## src/rtl/photonic_switch_top.sv

```systemverilog
`timescale 1ns / 1ps
// Photonic switch PWM generator: 200 MHz prescaler strobes, synchronized A/B pulse-edge
// counters per 1 us frame, and an SR-style PWM output driven by threshold matches.
module photonic_switch_top (
    input  logic       clk,
    input  logic       reset,
    input  logic       en,
    input  logic       clkA,
    input  logic       clkB,
    input  logic [6:0] A_val,
    input  logic [6:0] B_val,
    output logic       PWMset,
    output logic       PWMreset,
    output logic       signal,
    output logic [6:0] cA,
    output logic [6:0] cB,
    output logic       temp,
    output logic [4:0] c1,
    output logic [4:0] c2,
    output logic       en_8MHz,
    output logic       en_1MHz
);

    localparam logic [4:0] C1Max  = 5'd24;
    localparam logic [4:0] C2Max  = 5'd7;
    localparam logic [6:0] CntSat = 7'd127;

    logic [4:0] c1_q, c1_d, c2_q, c2_d;
    logic       temp_q, temp_d;
    logic       a_meta_q, a_sync_q, a_hist_q;
    logic       b_meta_q, b_sync_q, b_hist_q;
    logic       rise_a, rise_b;
    logic [6:0] ca_q, ca_d, cb_q, cb_d;
    logic       ca_new, cb_new;
    logic       set_q, set_d, rst_q, rst_d;
    logic       sig_q, sig_d;

    always_comb begin
        en_8MHz = en & (c1_q == C1Max);
        en_1MHz = en_8MHz & (c2_q == C2Max);

        c1_d = c1_q;
        if (en) begin
            c1_d = (c1_q == C1Max) ? 5'd0 : c1_q + 5'd1;
        end

        c2_d   = c2_q;
        temp_d = temp_q;
        if (en_8MHz) begin
            c2_d   = (c2_q == C2Max) ? 5'd0 : c2_q + 5'd1;
            temp_d = ~temp_q;
        end
    end

    assign rise_a = a_sync_q & ~a_hist_q;
    assign rise_b = b_sync_q & ~b_hist_q;

    // Frame start reloads the counters and discards any edge detected in the same cycle;
    // the reload itself counts as a new value so a zero threshold fires at frame start.
    always_comb begin
        ca_d   = ca_q;
        cb_d   = cb_q;
        ca_new = 1'b0;
        cb_new = 1'b0;
        if (en_1MHz) begin
            ca_d   = 7'd0;
            cb_d   = 7'd0;
            ca_new = 1'b1;
            cb_new = 1'b1;
        end else if (en) begin
            if (rise_a && (ca_q != CntSat)) begin
                ca_d   = ca_q + 7'd1;
                ca_new = 1'b1;
            end
            if (rise_b && (cb_q != CntSat)) begin
                cb_d   = cb_q + 7'd1;
                cb_new = 1'b1;
            end
        end

        set_d = ca_new & (ca_d == A_val);
        rst_d = cb_new & (cb_d == B_val);

        sig_d = sig_q;
        if (rst_q) begin
            sig_d = 1'b0;
        end else if (set_q) begin
            sig_d = 1'b1;
        end
    end

    always_ff @(posedge clk) begin
        if (reset) begin
            c1_q     <= 5'd0;
            c2_q     <= 5'd0;
            temp_q   <= 1'b0;
            a_meta_q <= 1'b0;
            a_sync_q <= 1'b0;
            a_hist_q <= 1'b0;
            b_meta_q <= 1'b0;
            b_sync_q <= 1'b0;
            b_hist_q <= 1'b0;
            ca_q     <= 7'd0;
            cb_q     <= 7'd0;
            set_q    <= 1'b0;
            rst_q    <= 1'b0;
            sig_q    <= 1'b0;
        end else begin
            c1_q     <= c1_d;
            c2_q     <= c2_d;
            temp_q   <= temp_d;
            a_meta_q <= clkA;
            a_sync_q <= a_meta_q;
            a_hist_q <= a_sync_q;
            b_meta_q <= clkB;
            b_sync_q <= b_meta_q;
            b_hist_q <= b_sync_q;
            ca_q     <= ca_d;
            cb_q     <= cb_d;
            set_q    <= set_d;
            rst_q    <= rst_d;
            sig_q    <= sig_d;
        end
    end

    assign c1       = c1_q;
    assign c2       = c2_q;
    assign temp     = temp_q;
    assign cA       = ca_q;
    assign cB       = cb_q;
    assign PWMset   = set_q;
    assign PWMreset = rst_q;
    assign signal   = sig_q;

endmodule

```

## config.mk

```make
export PLATFORM = sky130hd
export DESIGN_NAME = photonic_switch_top
export DESIGN_NICKNAME = d
export VERILOG_FILES = /design/src/rtl/photonic_switch_top.sv
export SDC_FILE = /design/constraint.sdc
export NUM_CORES = 1
export LEC_CHECK = 0
export CAP_MARGIN = 20
export CORE_ASPECT_RATIO = 1.1
export CORE_MARGIN = 3
export CORE_UTILIZATION = 35
export CTS_CLUSTER_DIAMETER = 40
export DETAILED_ROUTE_END_ITERATION = 10
export HOLD_SLACK_MARGIN = 0.06
export PLACE_DENSITY = 0.69
export SYNTH_ARGS = -nofsm -noshare
export SYNTH_HDL_FRONTEND = slang
export SYNTH_SLANG_ARGS = --single-unit
export TNS_END_PERCENT = 50
```

## constraint.sdc

```tcl
create_clock -name clk -period 5.32 [get_ports clk]
set_input_delay 0.798 -clock clk [delete_from_list [all_inputs] [get_ports clk]]
set_output_delay 0.798 -clock clk [all_outputs]
set_load 0.05 [all_outputs]
```

Word level (Yosys, flattened, before mapping)
Index checks and enable logic that the tools add are counted.
- register bits after elaboration: 34
- latch bits: 0
- bits in writable memories: 0
- ROM bits: 0
- bits of input ports: 19
- memories kept: 0
- add/subtract/negate cells: 4
- multipliers: 0
- div/mod/pow operators: 0
- $lt $le $gt $ge: 0
- equality and inequality tests: 6
- shift-type cells: 0
- mux-type cells: 14
- bitwise gates (word level): 9
- reductions and logical operators: 3
- operator list (operator ; count):
    $mux W7 ; 6
    $add A7 B1 Y7 const B ; 2
    $eq A7 B7 Y1 ; 2
    $ne A7 B7 Y1 const B ; 2
    $add A5 B1 Y5 const B ; 2
    $mux W5 ; 2
    $and A1 B1 Y1 ; 6
    $mux W1 ; 6
    $eq A5 B3 Y1 const B ; 1
    $eq A5 B5 Y1 const B ; 1
    $not A1 Y1 ; 3
    $logic_and A1 B1 Y1 ; 2
    $reduce_or A2 Y1 ; 1

Longest topological paths before layout
Gate-level depths: netlist of run 1.
- word-level depth: 8
- mapped depth: 8
- mapped depth without buffers: 8

Worst setup path before layout of run 1
No wires, ideal clock.
- kind: input -> output
- from: input en
- to: output en_8MHz
- data arrival time: 1941 ps
- required time: 4522 ps
- path slack: 2581 ps
- stages: 4
- path buffers: 2
- cell sequence: buf_6 > and4b_2 > and2_1 > clkbuf_1
- longest elaborated chain between the ends: 1
- ends and longest elaborated chain (item ; line ; RTL):
    from (decl) ; 7 ; input logic en,
    $and A1 B1 Y1 ; 39 ; en_8MHz = en & (c1_q == C1Max);
    to (decl) ; 20 ; output logic en_8MHz,
No other way between the ends.

Worst setup path after layout of run 1
- from: input en
- to: output en_1MHz
- longest elaborated chain between the ends: 2
- ends and longest elaborated chain (item ; line ; RTL):
    $and A1 B1 Y1 ; 39 ;
    $and A1 B1 Y1 ; 40 ; en_1MHz = en_8MHz & (c2_q == C2Max);
    to (decl) ; 21 ; output logic en_1MHz
No other way between the ends.

==> flow_summary.yaml, run 1 <==
yosys:
  syn_avg_cell_area_um2: 8.75
  netlist_instances: 208
  synthArstFlopShare_pct: 0
  syn_nets: 232
  synth_fa_ha_area_share_pct: 3.44
  synth_edf_count: 0
  netlist-cell-type-count: 54
  synth_ff_type: "dfxtp_1"
  synth-compound-area-share_pct: 11.8
  seq_area_frac_synth_pct: 37.4
  synth-seq-cells: 34
  yosysWarningCount: 0
  synth_area_mm2: 0.00182
  synth_xor_area_share_pct: 8.18
  synth_mux_area_share_pct: 5.36
  yosys.area_share.simple_pct: 30.6
  synth_top_family_by_area: "simple AND/OR/NAND/NOR gates"
die:
  die_w_um: 74.8
  core_mm2: 0.00485
  start_util_pct: 37.6
  dieHeight_um: 81.6
  num_rows: 26
  die-area_mm2: 0.00610
  pin_count: 49
clocking:
  htreeDepth: 2
  postCtsHoldBufs: 0
  cts_resized: 0
  cts.sink_count: 34
  post-cts-setup-buffers: 0
  cts_buffer_depth: 2
  cts_tree: "done"
  clkTransAtPathRegs_ns: 0.07
  cts_root_buffer: "clkbuf_8"
  clk_latency_ns: 0.28
  numCtsBuffers: 5
layout:
  final_net_count: 279
  regArea_um2: 681
  drive_above_1_share_pct: 7.42
  multi_input_comb_area_mm2: 0.00108
  synthToLayoutAreaGrowth_pct: 35.6
  diodes: 0
  fin_util_pct: 50.9
  nFillCells: 477
routing:
  wl_per_cell_um: 14.3
  drt_iter0_drc: 102
  drc_errors: 0
  routed_wl_um: 4460
  dr.pass1.iters: 6
  ant_nets: 0
  avgViaCountPerCell: 5.32
  via_count: 1660
outcome:
  run_status: "finished, final reports clean"
setup_path:
  cp-end-kind: "primary output"
  crit_type: "primary input to primary output"
  reg2reg_depth: 8
  crit_end: "en_1MHz"
  r2r_start: "c2[0]"
  cp_max_fo: 12
  reg2reg_slack_ns: 2.79
  crit_start: "en"
  worst_ep_arrival_time_ns: 3.28
  required_ns: 4.52
  startpoint_type: "primary input"
  timing.rr.end: "PWMset"
timing:
  fin_setup_tns_ns: 0
  slew_viol_final: 0
  clock-skew-final_ns: 0.00542
  final_hold_viol_count: 0
  timing.slew.headroom_pct: 54.6
  worst_slew_pin_slew_ns: 0.679
  setup_viol: 0
  period_minus_slack_ns: 4.08
  fmax_ghz: 0.245
  post-route-period-util_pct: 76.6
  rsz0062_at_grt: "false"
pwr:
  p_leak_nw: 0.897
  irDropWorstVdd_mv: 0.177
  power_density_mw_per_mm2: 248
global_routing:
  grt_pass1_wl_um: 7180
  grt.total_usage_pct: 15.2
  grt_pass1_vias: 1559
  antenna_found_initial: 0
  globalRouteOverflowTotal: 0
  grt_max_degree: 20
placed_design:
  dp_hpwl_um: 3230
  port-buffer-count: 48
  gp_congestion: 0.853
hold_path:
  holdCritPathClass: "register to register"
flow_run:
  maxCapViolCount: 0
## worst min-delay path by stage
stage	from	endpoint	cells after the start
floorplan	a_meta_q	a_sync_q	1
global placement	b_meta_q	b_sync_q	1
detailed placement	a_meta_q	a_sync_q	1
CTS	a_meta_q	a_sync_q	1
global route	a_meta_q	a_sync_q	1
finish	a_meta_q	a_sync_q	1
## registers in the layout, summed over array words and instances, names as in the netlist, 5 cells and up
signal,count
cA,7
cB,7
c1,5
c2,5
## synth_stat cells (all sizes together), types with 2 or more instances
| cell | count | area (µm²) |
|---|---|---|
| buf | 2 | 22.5 |
| o21ai | 4 | 31.3 |
| nand3 | 8 | 45.0 |
| nor2b | 12 | 75.1 |
| mux2i | 6 | 60.1 |
| and4b | 2 | 21.3 |
| xor2 | 9 | 78.8 |
| nor2 | 28 | 105 |
| mux2 | 3 | 37.5 |
| a2bb2oi | 2 | 17.5 |
| and3 | 2 | 12.5 |
| xnor2 | 8 | 70.1 |
| nor3b | 2 | 15.0 |
| dfxtp | 34 | 681 |
| a21o | 2 | 16.3 |
| clkbuf | 6 | 22.5 |
| or3 | 2 | 12.5 |
| nand4 | 6 | 37.5 |
| nor3 | 9 | 50.1 |
| and4 | 3 | 26.3 |
| a31oi | 2 | 12.5 |
| nand2 | 14 | 52.6 |
| nor4 | 4 | 25.0 |
| or2 | 2 | 12.5 |
| inv | 3 | 11.3 |
| a21oi | 9 | 45.0 |
| ha | 5 | 62.6 |
## cell usage in the layout (no fill, tap or decap), types with 7 or more instances in the layout
cell,count
a21oi_1,9
nor2_1,28
dfxtp_1,34
nor3_1,8
xor2_1,9
xnor2_1,8
nand2_1,14
nand3_1,7
nor2b_1,12
clkdlybuf4s50_1,48
## worst max-delay path: stages
cell,delay (ns)
clkdlybuf4s50_1,0.59
and4b_2,0.35
nand3_1,0.36
clkinv_1,0.38
clkdlybuf4s50_1,0.80
## kinds of logic after synthesis
kind of cell,count (synthesis)
adder cells (fa/ha/maj),5
flip-flops,34
AND/OR/NAND/NOR,102
XOR/XNOR,17
AO/OA/AOI/OAI,29
multiplexers,9
buffers and inverters,12
## metrics by stage
step	power [mW]	instances	hold WS (ns)	area, µm²	setup slack, ns
3_3_place_gp	0.323	304	0.419	2330	1.30
5_1_grt	0.638	312	0.466	2470	1.12
3_5_place_dp	0.323	304	0.428	2330	1.24
2_1_floorplan	0.299	208	0.414	1820	2.58
6_report	0.612	312	0.440	2470	1.24
4_1_cts	0.619	312	0.445	2470	1.23
## metal layers
layer	GRT usage, %	wire length [µm]	vias to the layer above
li1	-	-	833
met1	20.3	2190	775
met2	23.8	1990	48
met3	4.41	254	4
met4	3.91	32	0
met5	0	0	-
## power by group
| part | internal (mW) | switching (mW) |
|---|---|---|
| clock | 0.200 | 0.0943 |
| combinational | 0.0268 | 0.0289 |
| sequential | 0.258 | 0.00387 |
## area by class of cell
type / count / share of cell area (%)
Clock buffer: 6 / 3.35
Clock inverter: 2 / 2.43
Inverter: 4 / 0.608
Multi-Input combinational cell: 162 / 43.7
Sequential cell: 34 / 27.6
Tap cell: 56 / 2.84
Timing Repair Buffer: 48 / 19.5
(Power assumes the default switching activity.)
==> run 2: changes to the inputs <==
--- a/config.mk
+++ b/config.mk
@@ -12,7 +12,7 @@
 export CTS_CLUSTER_DIAMETER = 40
 export DETAILED_ROUTE_END_ITERATION = 10
 export HOLD_SLACK_MARGIN = 0.06
-export PLACE_DENSITY = 0.69
+export PLACE_DENSITY = 0.71
 export SYNTH_ARGS = -nofsm -noshare
 export SYNTH_HDL_FRONTEND = slang
 export SYNTH_SLANG_ARGS = --single-unit
==> constraint.sdc (replaced) <==
create_clock -name clk -period 3.5 [get_ports clk]
set_input_delay 0.525 -clock clk [delete_from_list [all_inputs] [get_ports clk]]
set_output_delay 0.525 -clock clk [all_outputs]
set_load 0.05 [all_outputs]
==> run 2 against run 1 <==
Effect of this change:
- combinational power up 52%
- sequential cell count unchanged
- clock power about the same
- total power up 27%
- final cell count up 0.96%
- first-iteration DRC count up 24%
==> flow_summary.yaml, run 2 (synthesis gave the netlist of run 1 again) <==
timing:
  fin_setup_tns_ns: 0
  fmax_ghz: 0.378
  setup_viol: 0
  post-route-period-util_pct: 75.5
  worst_slew_pin_slew_ns: 0.668
  slew_viol_final: 0
  timing.slew.headroom_pct: 55.5
  period_minus_slack_ns: 2.64
  rsz0062_at_grt: "false"
  clock-skew-final_ns: 0.00669
  final_hold_viol_count: 0
routing:
  dr.pass1.iters: 4
  avgViaCountPerCell: 5.35
  drt_iter0_drc: 126
  drc_errors: 0
  wl_per_cell_um: 13.7
  ant_nets: 0
  routed_wl_um: 4310
  via_count: 1686
die:
  pin_count: 49
  core_mm2: 0.00485
  start_util_pct: 37.6
  num_rows: 26
  dieHeight_um: 81.6
  die-area_mm2: 0.00610
  die_w_um: 74.8
global_routing:
  grt_max_degree: 17
  antenna_found_initial: 0
  grt_pass1_wl_um: 6990
  grt_pass1_vias: 1552
  globalRouteOverflowTotal: 0
  grt.total_usage_pct: 14.9
setup_path:
  cp_num_buf_inv: 1
  crit_type: "primary input to register"
  cp-end-kind: "register"
  reg2reg_slack_ns: 1.24
  r2r_start: "c2[0]"
  required_ns: 3.68
  path_delay_family: "compound AO/OA/AOI/OAI gates"
  critical-path-slowest-cell: "clkdlybuf4s50_1"
  cp_slowest_stage_delay_ns: 0.68
  startpoint_type: "primary input"
  reg2reg_depth: 8
  cp_max_fo: 9
  worst_ep_arrival_time_ns: 2.82
  timing.rr.end: "PWMset"
  cp_cell_sequence: "clkdlybuf4s50_1 > and3b_1 > o21ai_4 > o21ai_1 > mux2_2 > a211o_1 > a2111oi_2"
clocking:
  cts_tree: "done"
  htreeDepth: 2
  clkTransAtPathRegs_ns: 0.07
  cts_buffer_depth: 2
  numCtsBuffers: 5
  postCtsHoldBufs: 0
  cts.sink_count: 34
  clk_latency_ns: 0.28
  cts_resized: 0
  post-cts-setup-buffers: 0
  cts_root_buffer: "clkbuf_8"
hold_path:
  min_from: "a_meta_q"
  holdCritPathClass: "register to register"
  whs_endpoint: "a_sync_q"
  holdPathStages: 1
pwr:
  p_leak_nw: 0.895
  irDropWorstVdd_mv: 0.209
  power_density_mw_per_mm2: 319
layout:
  diodes: 0
  final_net_count: 282
  fin_area_mm2: 0.00245
  synthToLayoutAreaGrowth_pct: 34.4
  layout_common_cells: "clkdlybuf4s50_1, dfxtp_1, nor2_1"
  stdcell_count: 315
  final_common_cell: "clkdlybuf4s50_1"
  drive_above_1_share_pct: 8.88
  nFillCells: 467
placed_design:
  place_area_mm2: 0.00236
  gp_congestion: 0.803
  dp_hpwl_um: 3250
  dpl.cell_count: 307
  port-buffer-count: 48
flow_run:
  maxCapViolCount: 0
outcome:
  run_status: "finished, final reports clean"
## run 2: area by class of cell
type	count	area, µm²	area share (%)
inverters	4	15.0	0.613
multi-input cells	162	1080	44.1
repair buffers	51	510	20.9
clock inverters	1	5.00	0.204
clock buffers	7	86.3	3.53
well taps	56	70.1	2.86
flip-flops and latches	34	681	27.8
## run 2: worst max-delay path by stage
| stage | start | endpoint | slack (ns) | cells past startpoint |
|---|---|---|---|---|
| after global routing | en | PWMset | 0.71 | 7 |
| after CTS | en | en_1MHz | 0.85 | 5 |
| after detailed placement | en | PWMset | 0.55 | 7 |
| after global placement | en | PWMset | 0.66 | 7 |
| final | en | PWMset | 0.86 | 7 |
| after floorplan | c2[0] | PWMset | 0.96 | 8 |
## run 2: metrics by stage
| step | utilization (%) | hold slack [ns] | worst slack, ns | total power, mW |
|---|---|---|---|---|
| finish | 50.5 | 0.434 | 0.857 | 0.780 |
| detailed placement | 48.6 | 0.425 | 0.547 | 0.492 |
| CTS | 50.5 | 0.436 | 0.849 | 0.791 |
| global placement | 48.6 | 0.428 | 0.661 | 0.491 |
| floorplan | - | 0.414 | 0.963 | 0.454 |
| global route | 50.5 | 0.458 | 0.712 | 0.816 |
## run 2: where the power goes
part	total [mW]	internal, mW	switching [mW]
sequential	0.399	0.393	0.00615
clock	0.296	0.159	0.137
combinational	0.0844	0.0413	0.0431
total	0.780	0.593	0.187
## run 2: per-layer routing
layer  vias up  routed length [µm]  share of wire [%]  track usage (%)
met5         -                   0                  0                0
met4         0                  38               0.88             4.63
met3         7                 281                6.5             4.53
met2        61                1980                 46             23.4
met1       771                2020                 47             19.4
li1        847                   -                  -                -
==> run 3: changes to the inputs <==
==> constraint.sdc (replaced) <==
create_clock -name clk -period 2.4 [get_ports clk]
set_input_delay 0.36 -clock clk [delete_from_list [all_inputs] [get_ports clk]]
set_output_delay 0.36 -clock clk [all_outputs]
set_load 0.05 [all_outputs]
==> run 3 against run 2 <==
Effect of this change:
- largest power group is now the clock network
- total power is 75% higher
- register-to-register slack got worse by 1.0 ns
- sequential power increased by 46%
- sequential share of layout area down 2.0 points
- count of clock-buffer cells in the layout decreased by 1
- wire length rose by 9.6%
- critical path depth stayed put
- non-clock buffer count up 16
- worst hold slack improved by 0.0059 ns
==> flow_summary.yaml, run 3 (synthesis gave the netlist of run 1 again) <==
outcome:
  run_status: "finished, final reports clean"
global_routing:
  antenna_found_initial: 0
  grt_max_degree: 12
  globalRouteOverflowTotal: 0
  grt.total_usage_pct: 16.6
  grt_pass1_vias: 1703
  grt_pass1_wl_um: 7910
timing:
  slew_viol_final: 0
  final_hold_viol_count: 0
  timing.slew.headroom_pct: 66.3
  period_minus_slack_ns: 2.21
  clock-skew-final_ns: 0.00438
  rsz0062_at_grt: "false"
  worst_slew_pin_slew_ns: 0.503
  post-route-period-util_pct: 91.9
  setup_viol: 0
  fmax_ghz: 0.453
  fin_setup_tns_ns: 0
placed_design:
  gp_congestion: 0.858
  dpl.cell_count: 323
  dp_hpwl_um: 3620
  port-buffer-count: 48
setup_path:
  worst_ep_arrival_time_ns: 2.39
  crit_type: "primary input to register"
  cp-end-kind: "register"
  cp_max_fo: 5
  required_ns: 2.59
  startpoint_type: "primary input"
pwr:
  p_seq_share_pct: 42.6
  intPower_mw: 1.08
  p_leak_nw: 0.998
  power_density_mw_per_mm2: 516
  irDropWorstVdd_mv: 0.340
  switching_power_mw: 0.282
  combPwrFrac_pct: 9.7
  power_mw: 1.37
  pwr-share-clk_pct: 47.7
  swShare_pct: 20.7
routing:
  via_count: 1769
  drc_errors: 0
  ant_nets: 0
  drt_iter0_drc: 108
  avgViaCountPerCell: 5.34
  routed_wl_um: 4730
  wl_per_cell_um: 14.3
  dr.pass1.iters: 4
clocking:
  cts_root_buffer: "clkbuf_8"
  numCtsBuffers: 5
  cts_buffer_depth: 2
  post-cts-setup-buffers: 0
  postCtsHoldBufs: 0
  cts_tree: "done"
  clk_latency_ns: 0.29
  cts.sink_count: 34
  htreeDepth: 2
  cts_resized: 0
  clkTransAtPathRegs_ns: 0.07
die:
  num_rows: 26
  start_util_pct: 37.6
  dieHeight_um: 81.6
  pin_count: 49
  die-area_mm2: 0.00610
  core_mm2: 0.00485
  die_w_um: 74.8
layout:
  layout_common_cells: "clkdlybuf4s50_1, dfxtp_1, nor2_1"
  multi_input_comb_area_mm2: 0.00108
  stdcell_count: 331
  fin_util_pct: 54.6
  final_common_cell: "clkdlybuf4s50_1"
  regArea_um2: 683
  synthToLayoutAreaGrowth_pct: 45.4
  final_net_count: 298
  diodes: 0
  drive_above_1_share_pct: 15.3
  nFillCells: 453
hold_path:
  holdCritPathClass: "register to register"
flow_run:
  maxCapViolCount: 0
run 3: cell types whose count changed in the layout (fill, tap and decap cells not counted), sizes merged:
cell | before | now
buf | 5 | 21
bufinv | 0 | 2
clkbuf | 7 | 6
clkinv | 2 | 1
run 3: path summary, 6_finish.rpt:
kind	from	end	slack [ns]	depth (start not counted)
max	en	PWMset	0.19	7
min	a_meta_q	a_sync_q	0.44	1
max reg2reg	cA[0]	PWMset	0.21	8
min reg2reg	a_meta_q	a_sync_q	0.44	1
run 3: power groups by stage:
stage	sequential, mW	clock, mW	combinational, mW
finish	0.582	0.652	0.132
CTS	0.582	0.663	0.132
global route	0.583	0.692	0.143
global placement	0.594	0	0.131
floorplan	0.610	0	0.0516
detailed placement	0.595	0	0.131
run 3: per-stage QoR:
step	worst slack (ns)	area, µm²	hold slack (ns)
3_3_place_gp	-0.0449	2500	0.426
3_5_place_dp	-0.109	2500	0.430
4_1_cts	0.190	2650	0.446
6_report	0.194	2650	0.440
5_1_grt	0.0266	2650	0.465
2_1_floorplan	0.0125	1820	0.414
run 3: per-layer routing:
layer  wire length (µm)  part of all wire, %  vias up  GRT usage, %
li1                   -                    -      876             -
met3                269                  5.7        5          3.67
met5                  0                    0        -             0
met1               2230                   47      831          22.5
met4                 43                 0.91        0          4.98
met2               2180                   46       57          26.3
run 3: cell type report:
type                    instances  share of cell area, %
well taps                      56                   2.65
clock inverters                 2                   2.27
multi-input cells             162                   40.8
flip-flops and latches         34                   25.8
clock buffers                   6                   3.12
repair buffers                 67                   24.8
inverters                       4                  0.567
run 3: critical path: stages:
cell             delay [ns]
clkdlybuf4s50_1        0.54
and3b_1                0.31
o21ai_4                0.10
o21ai_1                0.22
mux2_2                 0.36
a211o_1                0.24
a2111oi_2              0.27
